[src/rtl/alu_register.sv]
// alu_register: combinational 4-bit ALU alongside a 4-bit register with prioritised clear/load/inc/dec/shift.
// Build option ALU_REGISTER_MULDIV_EN enables MUL (010) and DIV (011); without it those opcodes return 0.
module alu_register (
    input  logic       clk,
    input  logic       rst_n,
    input  logic [2:0] oc,
    input  logic [3:0] a,
    input  logic [3:0] b,
    output logic [3:0] f,
    input  logic       cl,
    input  logic       ld,
    input  logic [3:0] in,
    input  logic       inc,
    input  logic       dec,
    input  logic       sr,
    input  logic       ir,
    input  logic       sl,
    input  logic       il,
    output logic [3:0] out
);

    typedef enum logic [2:0] {
        OP_ADD = 3'b000,
        OP_SUB = 3'b001,
        OP_MUL = 3'b010,
        OP_DIV = 3'b011,
        OP_NOT = 3'b100,
        OP_XOR = 3'b101,
        OP_OR  = 3'b110,
        OP_AND = 3'b111
    } alu_op_t;

    alu_op_t op;
    assign op = alu_op_t'(oc);

    always_comb begin
        f = '0;
        case (op)
            OP_ADD: f = a + b;
            OP_SUB: f = a - b;
`ifdef ALU_REGISTER_MULDIV_EN
            OP_MUL: f = a * b;
            // Divide-by-zero is forced to all-ones so f never goes X.
            OP_DIV: f = (b == '0) ? '1 : a / b;
`else
            OP_MUL: f = '0;
            OP_DIV: f = '0;
`endif
            OP_NOT: f = ~a;
            OP_XOR: f = a ^ b;
            OP_OR:  f = a | b;
            OP_AND: f = a & b;
            default: f = '0;
        endcase
    end

    // Priority chain: cl > ld > inc > dec > sr > sl; otherwise hold.
    always_ff @(posedge clk or negedge rst_n) begin
        if (!rst_n) begin
            out <= '0;
        end else if (cl) begin
            out <= '0;
        end else if (ld) begin
            out <= in;
        end else if (inc) begin
            out <= out + 4'd1;
        end else if (dec) begin
            out <= out - 4'd1;
        end else if (sr) begin
            out <= {ir, out[3:1]};
        end else if (sl) begin
            out <= {out[2:0], il};
        end
    end

endmodule

[config.mk]
export PLATFORM = sky130hd
export DESIGN_NAME = alu_register
export DESIGN_NICKNAME = d
export VERILOG_FILES = /design/src/rtl/alu_register.sv
export SDC_FILE = /design/constraint.sdc
export NUM_CORES = 1
export LEC_CHECK = 0
export CELL_PAD_IN_SITES_DETAIL_PLACEMENT = 0
export CELL_PAD_IN_SITES_GLOBAL_PLACEMENT = 2
export CORE_MARGIN = 5
export CORE_UTILIZATION = 26
export CTS_CLUSTER_DIAMETER = 40
export DETAILED_ROUTE_END_ITERATION = 8
export GPL_ROUTABILITY_DRIVEN = 0
export GPL_TIMING_DRIVEN = 0
export MAX_ROUTING_LAYER = met4
export PLACE_DENSITY = 0.9
export SLEW_MARGIN = 15
export SYNTH_ARGS = -nofsm -noshare
export SYNTH_HDL_FRONTEND = slang
export SYNTH_SLANG_ARGS = --single-unit
[constraint.sdc]
create_clock -name clk -period 5.3 [get_ports clk]
set_input_delay 1.325 -clock clk [delete_from_list [all_inputs] [get_ports clk]]
set_output_delay 1.325 -clock clk [all_outputs]
set_load 0.01 [all_outputs]
* Yosys cells after proc, flatten, opt, wreduce, memory -nomap -nowiden
Cells that the tools add are included.
Operators by class: bitwise gates (word level) 4, $add $sub $neg 4, reductions and logical operators 3, mux-type cells 7, eq/ne operators 7
Operators with widths (count):
- $pmux 4 s7 | 1
- $mux 4 | 6
- $eq 3x3->1 const B | 4
- $eq 3x2->1 const B | 2
- $reduce_bool 6->1 | 1
- $add 4x1->4 const B | 1
- $add 4x4->4 | 1
- $and 4x4->4 | 1
- $not 4->4 | 1
- $or 4x4->4 | 1
- $sub 4x1->4 const B | 1
- $sub 4x4->4 | 1
- $xor 4x4->4 | 1
- $eq 3x1->1 const B | 1
- $logic_not 3->1 | 1
- $reduce_or 2->1 | 1
Word-level totals: logic and storage cells 26, input bits 25, bits in registers 4, output and inout port bits 8

* Depth between registers and ports, before layout
Gate-level depths: netlist of the first run.
depth in word-level cells 6, gate-level depth with buffers 8, depth with buffers taken out 8

* Worst setup path before layout of the first run
Ideal clock, no wire load.
path kind input to output, from input oc[2], to output f[3], path buffers 1, stages 8, setup slack 0.872 ns, arrival 3.103 ns, data required time 3.975 ns, path through buf_6 > or3b_4 > mux2i_1 > ha_1 > nor2b_1 > o21ai_0 > a211o_1 > o311ai_1
Between the ends: cells in the longest elaborated chain, start to end 3, elaborated cells between the ends (all ways) 10, those cells by class 7 x eq/ne; 1 x mux; 2 x reduce/logical
RTL lines:
- start: declaration | line 6 | input logic [2:0] oc,
- $eq 3x2->1 | line 38 | case (op)
- $reduce_or 2->1 (no line)
- $pmux 4 s7 * | line 38
- end: declaration | line 9 | output logic [3:0] f,
Every way passes the cells marked *; elsewhere a longest branch is shown, timed or not.

* Final worst setup path of the first run
from input oc[1], to output f[3]
The elaborated chain is that of the path after synthesis.

==> summary.txt, run 1 <==
Routing
  • Number of detailed-routing iterations run before antenna repair: 4
  • Number of design-rule violations left by the first detailed-router iteration: 40
  • Routed via count: 1,009
  • Number of DRC violations after detailed routing: 0
  • Final wirelength: 2520 um
  • Vias per std cell: roughly 5.0
  • Antenna Violating Nets Remaining: 0
  • Detailed-route wire length per cell: between 10 and 15 um

Yosys
  • Area share of the largest cell type after synthesis: a little under a fifth
  • Top area cells in the synthesized netlist: sky130_fd_sc_hd__ha_1 (19%), sky130_fd_sc_hd__dfrtp_1 (11%), sky130_fd_sc_hd__inv_1 (8.1%), sky130_fd_sc_hd__a21oi_1 (4.3%), sky130_fd_sc_hd__o21ai_0 (4.3%)
  • Yosys warns: 0
  • Number of library cell types mapped by synthesis: 44
  • Library cell occupying the most area in the post-synthesis netlist: sky130_fd_sc_hd__ha_1
  • Mapped cell area: between 900 and 1000 um^2
  • Proportion of synthesized chip area in sequential cells: between 10% and 20%
  • Post-synth EDFFs: 0
  • Post-synthesis net count: around 160
  • Average cell area after synthesis: 7.63 um^2
  • Synth top cells by count: sky130_fd_sc_hd__inv_1 (20), sky130_fd_sc_hd__ha_1 (14), sky130_fd_sc_hd__nand2_1 (9)
  • Post-synthesis register bit count: 4
  • Async set or reset register ratio after synthesis: 100%
  • Top flip-flop cell by instance count after synthesis: sky130_fd_sc_hd__dfrtp_1
  • Library cell with the highest instance count after synthesis: sky130_fd_sc_hd__inv_1
  • Cell count after synthesis: between 100 and 150

Critical path
  • Data required time at the worst endpoint: between 3 and 4 ns
  • Cells along the critical path: clkdlybuf4s50_1, or3b_4, mux2i_1, ha_1, nor2b_1, o21ai_0, a211o_1, o311ai_1, dlygate4sd1_1
  • Crit path max-delay cell type: sky130_fd_sc_hd__clkdlybuf4s50_1
  • Critical path class: in2out
  • Critical register-to-register path endpoint: out[1]
  • Startpoint kind of the worst setup timing path: primary input
  • Endpoint type of the worst setup path: output port
  • WP buf/inv: 2
  • Data arrival at the endpoint of the critical path: about 3.8 ns
  • Gate family responsible for the most delay along the worst path: buffers and inverters
  • Number of cell instances on the worst register-to-register path: 4
  • Max stage delay on crit path: about 0.48 ns
  • R2r setup slk: 3.53 ns
  • Crit. Startpoint: oc[1]
  • Reg2reg start: out[0]
  • Maximum net fanout on the critical path: 4

Place
  • Post-placement worst setup slack: -0.224 ns
  • Total cell area at the placement stage: ~1300 um^2
  • Number of placed instances, taps included: 197
  • Half-perimeter wire length after placement: approximately 2100 um
  • Quantity of I/O buffers inserted on ports: 30

CTS
  • Resized cells post-CTS: 2
  • Post-CTS setup-driven buffer insertion count: 0
  • Sinks on Clock Net: 4
  • Number of H-tree levels: 1
  • Number of CTS-inserted buffers: 3
  • Maximum root-to-sink buffer count: 2
  • Cell chosen for the clock root: sky130_fd_sc_hd__clkbuf_4
  • Number of hold buffers added after cts: 0
  • TritonCTS clock tree: built
  • Clock Pin Slew Worst Setup and Hold Paths: around 0.040 ns
  • Source-to-sink clock delay at the later pin of the worst-skew pair: about 0.23 ns

Floorplan
  • Core Region: ~3400 um^2
  • Die ar.: between 4000 and 5000 um^2
  • Starting utilization of the core area: between 20% and 30%
  • Standard-cell rows: 21
  • Die width: 69.6 um
  • Io pins: 33
  • Die H: between 60 and 70 um

Timing
  • Least setup slack across all paths after layout: between 0.2 and 0.25 ns
  • Final cycle utilization of the critical path: 96.1%
  • Pins over their slew limit: 0
  • Tightest Pin Transition: 0.580 ns
  • Setup-failing EPs final: 0
  • Setup repair after global routing missed its margin: false
  • Final Hold Vio Count: 0
  • Tightest hold margin: around 0.69 ns
  • Worst slew margin relative to its limit: roughly three fifths
  • Max Freq: 196 MHz
  • Post-Route Skew: ~0.0032 ns
  • Final min period: 5.09 ns

Final layout
  • Post-Layout Cell Count: 200
  • Max FFs per register: 4
  • Final core utilization: about two fifths
  • Most flop-heavy register: out
  • Fraction of final layout cells sized beyond drive strength 1: 7.79%
  • Antenna diode instance count: 0
  • Fill cell count: 355
  • Largest registers ranked by flip-flop count: out x4
  • Post-route cell area: about 1300 um^2
  • Layout net count: 196
  • Area growth from synthesis to layout: 41.5%

Global routing
  • Antenna violations before repair: 0
  • Global-route wire length before repair: 4570 um
  • Total global routing overflow: 0
  • Maximum number of pins on one net before global-route repair: 11
  • Global routing usage summed across all routing layers: 11.1%
  • Via count of the first global-routing pass: a little over 1,000

Pwr
  • Static Leakage: roughly 0.56 nW
  • Power density cells: approximately 130 nW/um^2
  • Maximum vdd drop: between 0.00005 and 0.00006 V

Worst hold path
  • Worst hold path class: reg2reg
  • Worst min-delay path endpoint: out[2]
  • Hold path cells: 2
  • Start point of the worst min-delay path: out[2]

Status
  • Result of the run: finished clean

Run
  • Max-capacitance violation count: 0
[metrics by stage]
step | power (mW) | TNS (ns)
after floorplan | 0.0907 | 0
final | 0.174 | 0
after CTS | 0.176 | 0
after global routing | 0.191 | 0
after global placement | 0.136 | -0.280
after detailed placement | 0.138 | -0.224
[final cells by class]
cell class                      count  area [um^2]  area share, %
Sequential cell                     4          100           7.66
Inverter                           20         75.1           5.75
Multi-Input combinational cell     92          719           55.1
Timing Repair Buffer               30          302           23.1
Clock buffer                        3         22.5           1.72
Buffer                              5         30.0           2.30
Tap cell                           46         57.6           4.41
[cells by family after synthesis]
kind of cell             count (synthesis)  synth area share (%)
AO/OA/AOI/OAI                           37                  28.5
XOR/XNOR                                 3                  2.85
adder cells (fa/ha/maj)                 15                  21.1
buffers and inverters                   25                  11.2
flip-flops                               4                  10.8
multiplexers                             2                  3.52
AND/OR/NAND/NOR                         35                  22.0
[placed cells by master (no fill, tap or decap), drive strengths merged, types with 3 or more instances in the layout]
| master | n |
|---|---|
| a21oi | 8 |
| a221oi | 4 |
| buf | 3 |
| clkbuf | 5 |
| clkdlybuf4s50 | 28 |
| dfrtp | 4 |
| ha | 14 |
| inv | 20 |
| nand2 | 9 |
| nor2 | 8 |
| nor2b | 4 |
| o21ai | 8 |
[worst max-delay path by stage]
stage / end / cells past startpoint
after floorplan: f[3] / 8
after CTS: f[3] / 9
final: f[3] / 9
after global routing: f[3] / 10
after detailed placement: f[3] / 10
after global placement: f[3] / 10
[worst min-delay path, stage by stage, from the launching register on]
cell,delay (ns)
sky130_fd_sc_hd__dfrtp_1,0.46
sky130_fd_sc_hd__nand2_1,0.09
sky130_fd_sc_hd__a311oi_1,0.08
[layer usage]
layer	global-route usage (%)	part of all wire, %	vias up
met2	18.9	51	21
met1	13.9	45	483
met5	-	0	-
met3	0.870	3.3	0
li1	-	-	505
met4	3.47	0	0
[where the power goes]
part,internal (mW),leakage [nW],switching [mW]
combinational,0.0518,0.499,0.0457
clock,0.0253,0.0138,0.0116
sequential,0.0332,0.0517,0.00606
Power figures use the tool's default switching activity.
==> inputs of run 2 (changes only) <==
Settings changed: CORE_UTILIZATION 26 to 25, PLACE_DENSITY 0.9 to 0.88.
==> run 2 against run 1 <==
Compared with the run above: cell count is 1.0% higher; worst hold slack better by 0.019 ns; largest power group unchanged; combinational power hardly changed; cell area is 1.1% higher; sequential power hardly changed; sequential cell count stayed put; fmax is 0.40% lower; wire length is 4.8% higher; register-to-register slack hardly changed; global-route usage is 0.14 points lower; first-iteration DRC count is 60% higher.
==> summary.txt, run 2 (synthesized netlist as in run 1, its figures left out) <==
Final layout
  • Largest registers ranked by flip-flop count: out x4
  • Area growth from synthesis to layout: 43.1%
  • Max FFs per register: 4 (unchanged)
  • Post-route cell area: 1320 um^2 (+1.1%)
  • Commonest non-fill, non-tap cell in the layout: sky130_fd_sc_hd__clkdlybuf4s50_1
  • Antenna diode instance count: 0 (unchanged)
  • Layout net count: 196 (unchanged)
  • Post-Layout Cell Count: 202 (+1.0%)
  • Fill cell count: 395 (+11%)
  • Fraction of final layout cells sized beyond drive strength 1: 8.44% (+0.65 points)
  • Highest-count cells in the layout ignoring fill and taps: sky130_fd_sc_hd__clkdlybuf4s50_1 (29), sky130_fd_sc_hd__inv_1 (20), sky130_fd_sc_hd__ha_1 (14)
  • Most flop-heavy register: out

Floorplan
  • Standard-cell rows: 22 (+4.8%)
  • Die ar.: 5010 um^2 (+3.4%)
  • Die width: 70.8 um (+1.7%)
  • Starting utilization of the core area: 25.6% (-1.6 points)
  • Die H: 70.8 um (+1.7%)
  • Io pins: 33 (unchanged)
  • Core Region: 3610 um^2 (+6.4%)

Critical path
  • Max stage delay on crit path: 0.56 ns (+0.08 ns)
  • Data required time at the worst endpoint: 3.97 ns (about the same)
  • WP buf/inv: 2 (unchanged)
  • Cells along the critical path: clkdlybuf4s50_1, or3b_4, mux2i_1, fa_1, o21ai_0, o21ai_0, clkdlybuf4s50_1
  • Gate family responsible for the most delay along the worst path: buffers and inverters
  • Crit path max-delay cell type: sky130_fd_sc_hd__clkdlybuf4s50_1
  • Maximum net fanout on the critical path: 5 (+1)
  • Startpoint kind of the worst setup timing path: primary input
  • Critical path class: in2out
  • Data arrival at the endpoint of the critical path: 3.79 ns (+0.02 ns)
  • R2r setup slk: 3.52 ns (about the same)
  • Endpoint type of the worst setup path: output port

Timing
  • Tightest Pin Transition: 0.639 ns (+0.0594 ns)
  • Final total negative setup slack: 0 ns (unchanged)
  • Max Freq: 196 MHz (-0.40%)
  • Setup-failing EPs final: 0 (unchanged)
  • Final Hold Vio Count: 0 (unchanged)
  • Worst slew margin relative to its limit: 56.3% (-4.1 points)
  • Final min period: 5.11 ns (+0.0205 ns)
  • Setup repair after global routing missed its margin: false
  • Tightest hold margin: 0.708 ns (+0.0187 ns)
  • Final cycle utilization of the critical path: 96.5% (+0.39 points)
  • Pins over their slew limit: 0 (unchanged)
  • Post-Route Skew: 0.00304 ns (-0.000129 ns)

Global routing
  • Global routing usage summed across all routing layers: 11.0% (-0.14 points)
  • Via count of the first global-routing pass: 962 (-7.1%)
  • Antenna violations before repair: 0 (unchanged)
  • Maximum number of pins on one net before global-route repair: 11 (unchanged)
  • Total global routing overflow: 0 (unchanged)
  • Global-route wire length before repair: 4450 um (-2.7%)

Place
  • Quantity of I/O buffers inserted on ports: 30 (unchanged)
  • Half-perimeter wire length after placement: 2160 um (+4.6%)
  • Total cell area at the placement stage: 1280 um^2 (+0.20%)
  • Number of placed instances, taps included: 199 (+1.0%)

CTS
  • Maximum root-to-sink buffer count: 2 (unchanged)
  • Number of CTS-inserted buffers: 3 (unchanged)
  • Source-to-sink clock delay at the later pin of the worst-skew pair: 0.22 ns (about the same)
  • Clock Pin Slew Worst Setup and Hold Paths: 0.03 ns (about the same)
  • TritonCTS clock tree: built
  • Number of hold buffers added after cts: 0 (unchanged)
  • Number of H-tree levels: 1 (unchanged)
  • Sinks on Clock Net: 4 (unchanged)
  • Cell chosen for the clock root: sky130_fd_sc_hd__clkbuf_8
  • Post-CTS setup-driven buffer insertion count: 0 (unchanged)

Worst hold path
  • Worst hold path class: reg2reg

Routing
  • Final wirelength: 2640 um (+4.8%)
  • Number of design-rule violations left by the first detailed-router iteration: 64 (+60%)
  • Antenna Violating Nets Remaining: 0 (unchanged)
  • Number of detailed-routing iterations run before antenna repair: 4 (unchanged)
  • Detailed-route wire length per cell: 13.1 um (+3.8%)
  • Number of DRC violations after detailed routing: 0 (unchanged)
  • Routed via count: 1,004 (-0.50%)
  • Vias per std cell: 4.97 (-1.5%)

Pwr
  • Post-route total power: 0.201 mW (+16%)
  • Maximum vdd drop: 0.0000710 V (+27%)
  • Power density cells: 152 nW/um^2 (+14%)
  • Static Leakage: 0.561 nW (-0.68%)

Run
  • Max-capacitance violation count: 0 (unchanged)

Status
  • Result of the run: finished clean
==> run 2: cell types whose count changed in the layout (fill, tap and decap cells not counted), sizes merged <==
cell,previous run,this run
clkbuf,5,6
clkdlybuf4s50,28,29
dlymetal6s2s,1,0
dlygate4sd1,1,0
==> run 2: metal layers <==
layer	routed length, um	GRT usage (%)	vias up	share of wire, %
li1	-	-	510	-
met1	1190	13.4	460	45
met2	1290	18.1	30	49
met3	128	1.85	4	4.8
met4	33	3.76	0	1.2
met5	0	-	-	0
==> run 2: worst paths after layout <==
kind / startpoint / endpoint / cells past startpoint
min: out[2] / out[2] / 2
min reg2reg: out[2] / out[2] / 2
max: oc[0] / f[1] / 7
min in group asynchronous: rst_n / out[3] / 1
max reg2reg: out[1] / out[1] / 4
max in group asynchronous: rst_n / out[2] / 1
==> run 2: layout make-up <==
class | instances | area (um^2) | area share, %
Sequential cell | 4 | 100 | 7.58
Clock buffer | 3 | 41.3 | 3.12
Multi-Input combinational cell | 92 | 719 | 54.5
Buffer | 5 | 30.0 | 2.27
Tap cell | 48 | 60.1 | 4.55
Inverter | 20 | 75.1 | 5.68
Timing Repair Buffer | 30 | 295 | 22.3
==> run 2: where the power goes <==
part / leakage [nW] / internal, mW / total, mW / switching (mW)
combinational: 0.488 / 0.0515 / 0.0974 / 0.0459
sequential: 0.0517 / 0.0332 / 0.0396 / 0.00639
clock: 0.0216 / 0.0484 / 0.0638 / 0.0154
==> run 2: worst min-delay path, stage by stage, from the launching register on <==
cell and delay [ns]:
sky130_fd_sc_hd__dfrtp_1 0.47, sky130_fd_sc_hd__nand2_1 0.11, sky130_fd_sc_hd__a311oi_1 0.08
==> run 2: timing repair <==
| item | CTS | global route |
|---|---|---|
| endpoints found under the setup margin | 1 | 1 |
| resized for setup | 2 | 3 |
| pin swaps | 0 | 0 |
==> run 2: stage by stage <==
step	utilization, %	setup WS, ns
2_1_floorplan	-	0.872
6_report	36.6	0.187
3_5_place_dp	35.6	-0.277
3_3_place_gp	35.6	-0.230
4_1_cts	36.7	0.112
5_1_grt	36.6	0.0326
==> inputs of run 3 (changes only) <==
Settings changed: CELL_PAD_IN_SITES_DETAIL_PLACEMENT 0 to 2.
==> run 3 against run 2 <==
Compared with the run above: core utilization increased by 0.24 points; largest power group unchanged; combinational power rose by 5%; sequential share of layout area hardly changed; critical endpoint unchanged; die area unchanged; critical path type unchanged.
==> summary.txt, run 3 (synthesized netlist as in run 1, its figures left out) <==
Routing
  • Number of detailed-routing iterations run before antenna repair: 4 (unchanged)
  • Vias per std cell: 5.10 (+2.6%)
  • Detailed-route wire length per cell: 16.0 um (+23%)
  • Routed via count: 1,030 (+2.6%)
  • Final wirelength: 3240 um (+23%)
  • Number of DRC violations after detailed routing: 0 (unchanged)
  • Number of design-rule violations left by the first detailed-router iteration: 41 (-36%)
  • Antenna Violating Nets Remaining: 0 (unchanged)

Pwr
  • Maximum vdd drop: 0.0000478 V (-33%)
  • Static Leakage: 0.573 nW (+2.2%)
  • Post-route total power: 0.205 mW (+2.2%)
  • Power density cells: 154 nW/um^2 (+1.5%)

Final layout
  • Highest-count cells in the layout ignoring fill and taps: sky130_fd_sc_hd__clkdlybuf4s50_1 (28), sky130_fd_sc_hd__inv_1 (20), sky130_fd_sc_hd__ha_1 (14)
  • Max FFs per register: 4 (unchanged)
  • Area growth from synthesis to layout: 44.0%
  • Antenna diode instance count: 0 (unchanged)
  • Sequential cell area: 100 um^2 (unchanged)
  • Fraction of final layout cells sized beyond drive strength 1: 9.74% (+1.3 points)
  • Commonest non-fill, non-tap cell in the layout: sky130_fd_sc_hd__clkdlybuf4s50_1
  • Post-route cell area: 1330 um^2 (+0.66%)
  • Largest registers ranked by flip-flop count: out x4
  • Fill cell count: 426 (+7.8%)
  • Final core utilization: 36.9% (+0.24 points)
  • Most flop-heavy register: out
  • Layout net count: 196 (unchanged)
  • Area of the multi-input gates: 722 um^2 (+0.35%)

Timing
  • Worst slew margin relative to its limit: 61.1% (+4.8 points)
  • Tightest hold margin: 0.710 ns (+0.00128 ns)
  • Final min period: 5.15 ns (+0.0328 ns)
  • Post-Route Skew: 0.000872 ns (-0.00217 ns)
  • Max Freq: 194 MHz (-0.64%)
  • Final cycle utilization of the critical path: 97.1% (+0.62 points)
  • Setup-failing EPs final: 0 (unchanged)
  • Tightest Pin Transition: 0.569 ns (-0.0707 ns)
  • Setup repair after global routing missed its margin: false
  • Least setup slack across all paths after layout: 0.154 ns (-0.0328 ns)
  • Final Hold Vio Count: 0 (unchanged)
  • Pins over their slew limit: 0 (unchanged)

Critical path
  • Maximum net fanout on the critical path: 4 (-1)
  • Cells along the critical path: clkdlybuf4s50_1, or3b_4, mux2i_1, fa_1, o21ai_0, o21ai_0, clkdlybuf4s50_1
  • Critical path class: in2out
  • Max stage delay on crit path: 0.58 ns (+0.02 ns)
  • Data required time at the worst endpoint: 3.97 ns (about the same)
  • Data arrival at the endpoint of the critical path: 3.82 ns (+0.03 ns)
  • Startpoint kind of the worst setup timing path: primary input
  • Endpoint type of the worst setup path: output port
  • Crit path max-delay cell type: sky130_fd_sc_hd__clkdlybuf4s50_1

CTS
  • TritonCTS clock tree: built
  • Maximum root-to-sink buffer count: 2 (unchanged)
  • Number of CTS-inserted buffers: 3 (unchanged)
  • Sinks on Clock Net: 4 (unchanged)
  • Cell chosen for the clock root: sky130_fd_sc_hd__clkbuf_8
  • Post-CTS setup-driven buffer insertion count: 0 (unchanged)
  • Clock Pin Slew Worst Setup and Hold Paths: 0.03 ns (about the same)
  • Source-to-sink clock delay at the later pin of the worst-skew pair: 0.22 ns (about the same)
  • Number of H-tree levels: 1 (unchanged)

Floorplan
  • Die width: 70.8 um (unchanged)
  • Die H: 70.8 um (unchanged)
  • Core Region: 3610 um^2 (unchanged)
  • Standard-cell rows: 22 (unchanged)
  • Starting utilization of the core area: 25.6% (unchanged)
  • Io pins: 33 (unchanged)
  • Die ar.: 5010 um^2 (unchanged)

Worst hold path
  • Worst hold path class: reg2reg

Place
  • Total cell area at the placement stage: 1280 um^2 (unchanged)
  • Post-placement worst setup slack: -0.384 ns (-0.107 ns)
  • Quantity of I/O buffers inserted on ports: 30 (unchanged)
  • Half-perimeter wire length after placement: 2730 um (+26%)

Global routing
  • Global routing usage summed across all routing layers: 14.1% (+3.2 points)
  • Total global routing overflow: 0 (unchanged)
  • Via count of the first global-routing pass: 1,194 (+24%)
  • Global-route wire length before repair: 5670 um (+27%)
  • Antenna violations before repair: 0 (unchanged)
  • Maximum number of pins on one net before global-route repair: 11 (unchanged)

Run
  • Max-capacitance violation count: 0 (unchanged)

Status
  • Result of the run: finished clean
run 3: changes by cell type in the layout (fill, tap and decap cells not counted), sizes merged:
cell and delta:
clkdlybuf4s50 -1, dlymetal6s2s +1
run 3: repair_timing:
action / in CTS / in global routing
endpoints found under the setup margin: 1 / 2
gates resized for setup: 3 / 8
gates cloned: 0 / 0
hold buffers: 0 / 0
run 3: cell type report:
class | count | area share, %
timing repair buffer | 30 | 22.4
multi-input combinational | 92 | 54.3
tap | 48 | 4.52
inverter | 20 | 5.64
clock buffer | 3 | 3.10
sequential | 4 | 7.53
buffer | 5 | 2.54
run 3: report_power, final:
group	internal, mW	switching (mW)
sequential	0.0333	0.00622
combinational	0.0523	0.0495
clock	0.0484	0.0155
total	0.134	0.0712
run 3: metrics by stage:
step,instances,setup TNS [ns]
after floorplan,121,0
after global placement,199,-0.230
after detailed placement,199,-0.384
after CTS,202,0
after global routing,202,0
final,202,0
run 3: critical path, delay by kind of cell:
family	cells	cell delay, ns
multiplexers	1	0.17
adder cells (fa/ha/maj)	1	0.53
AND/OR/NAND/NOR	1	0.45
AO/OA/AOI/OAI	2	0.27
buffers and inverters	2	1.07
run 3: routing by layer:
layer	GRT usage [%]	share of wire [%]	vias up
li1	-	-	508
met1	15.7	42	490
met2	26.3	54	28
met3	1.99	2.7	4
met4	3.55	0.74	0
met5	-	0	-
run 3: path summary, 6_finish.rpt:
| check | from | end | slack [ns] | cells past startpoint |
|---|---|---|---|---|
| max | oc[1] | f[1] | 0.15 | 7 |
| min reg2reg | out[2] | out[2] | 0.71 | 2 |
| max reg2reg | out[0] | out[1] | 3.55 | 4 |
| max in group asynchronous | rst_n | out[1] | 3.79 | 1 |
| min in group asynchronous | rst_n | out[2] | 1.32 | 1 |
| min | out[2] | out[2] | 0.71 | 2 |
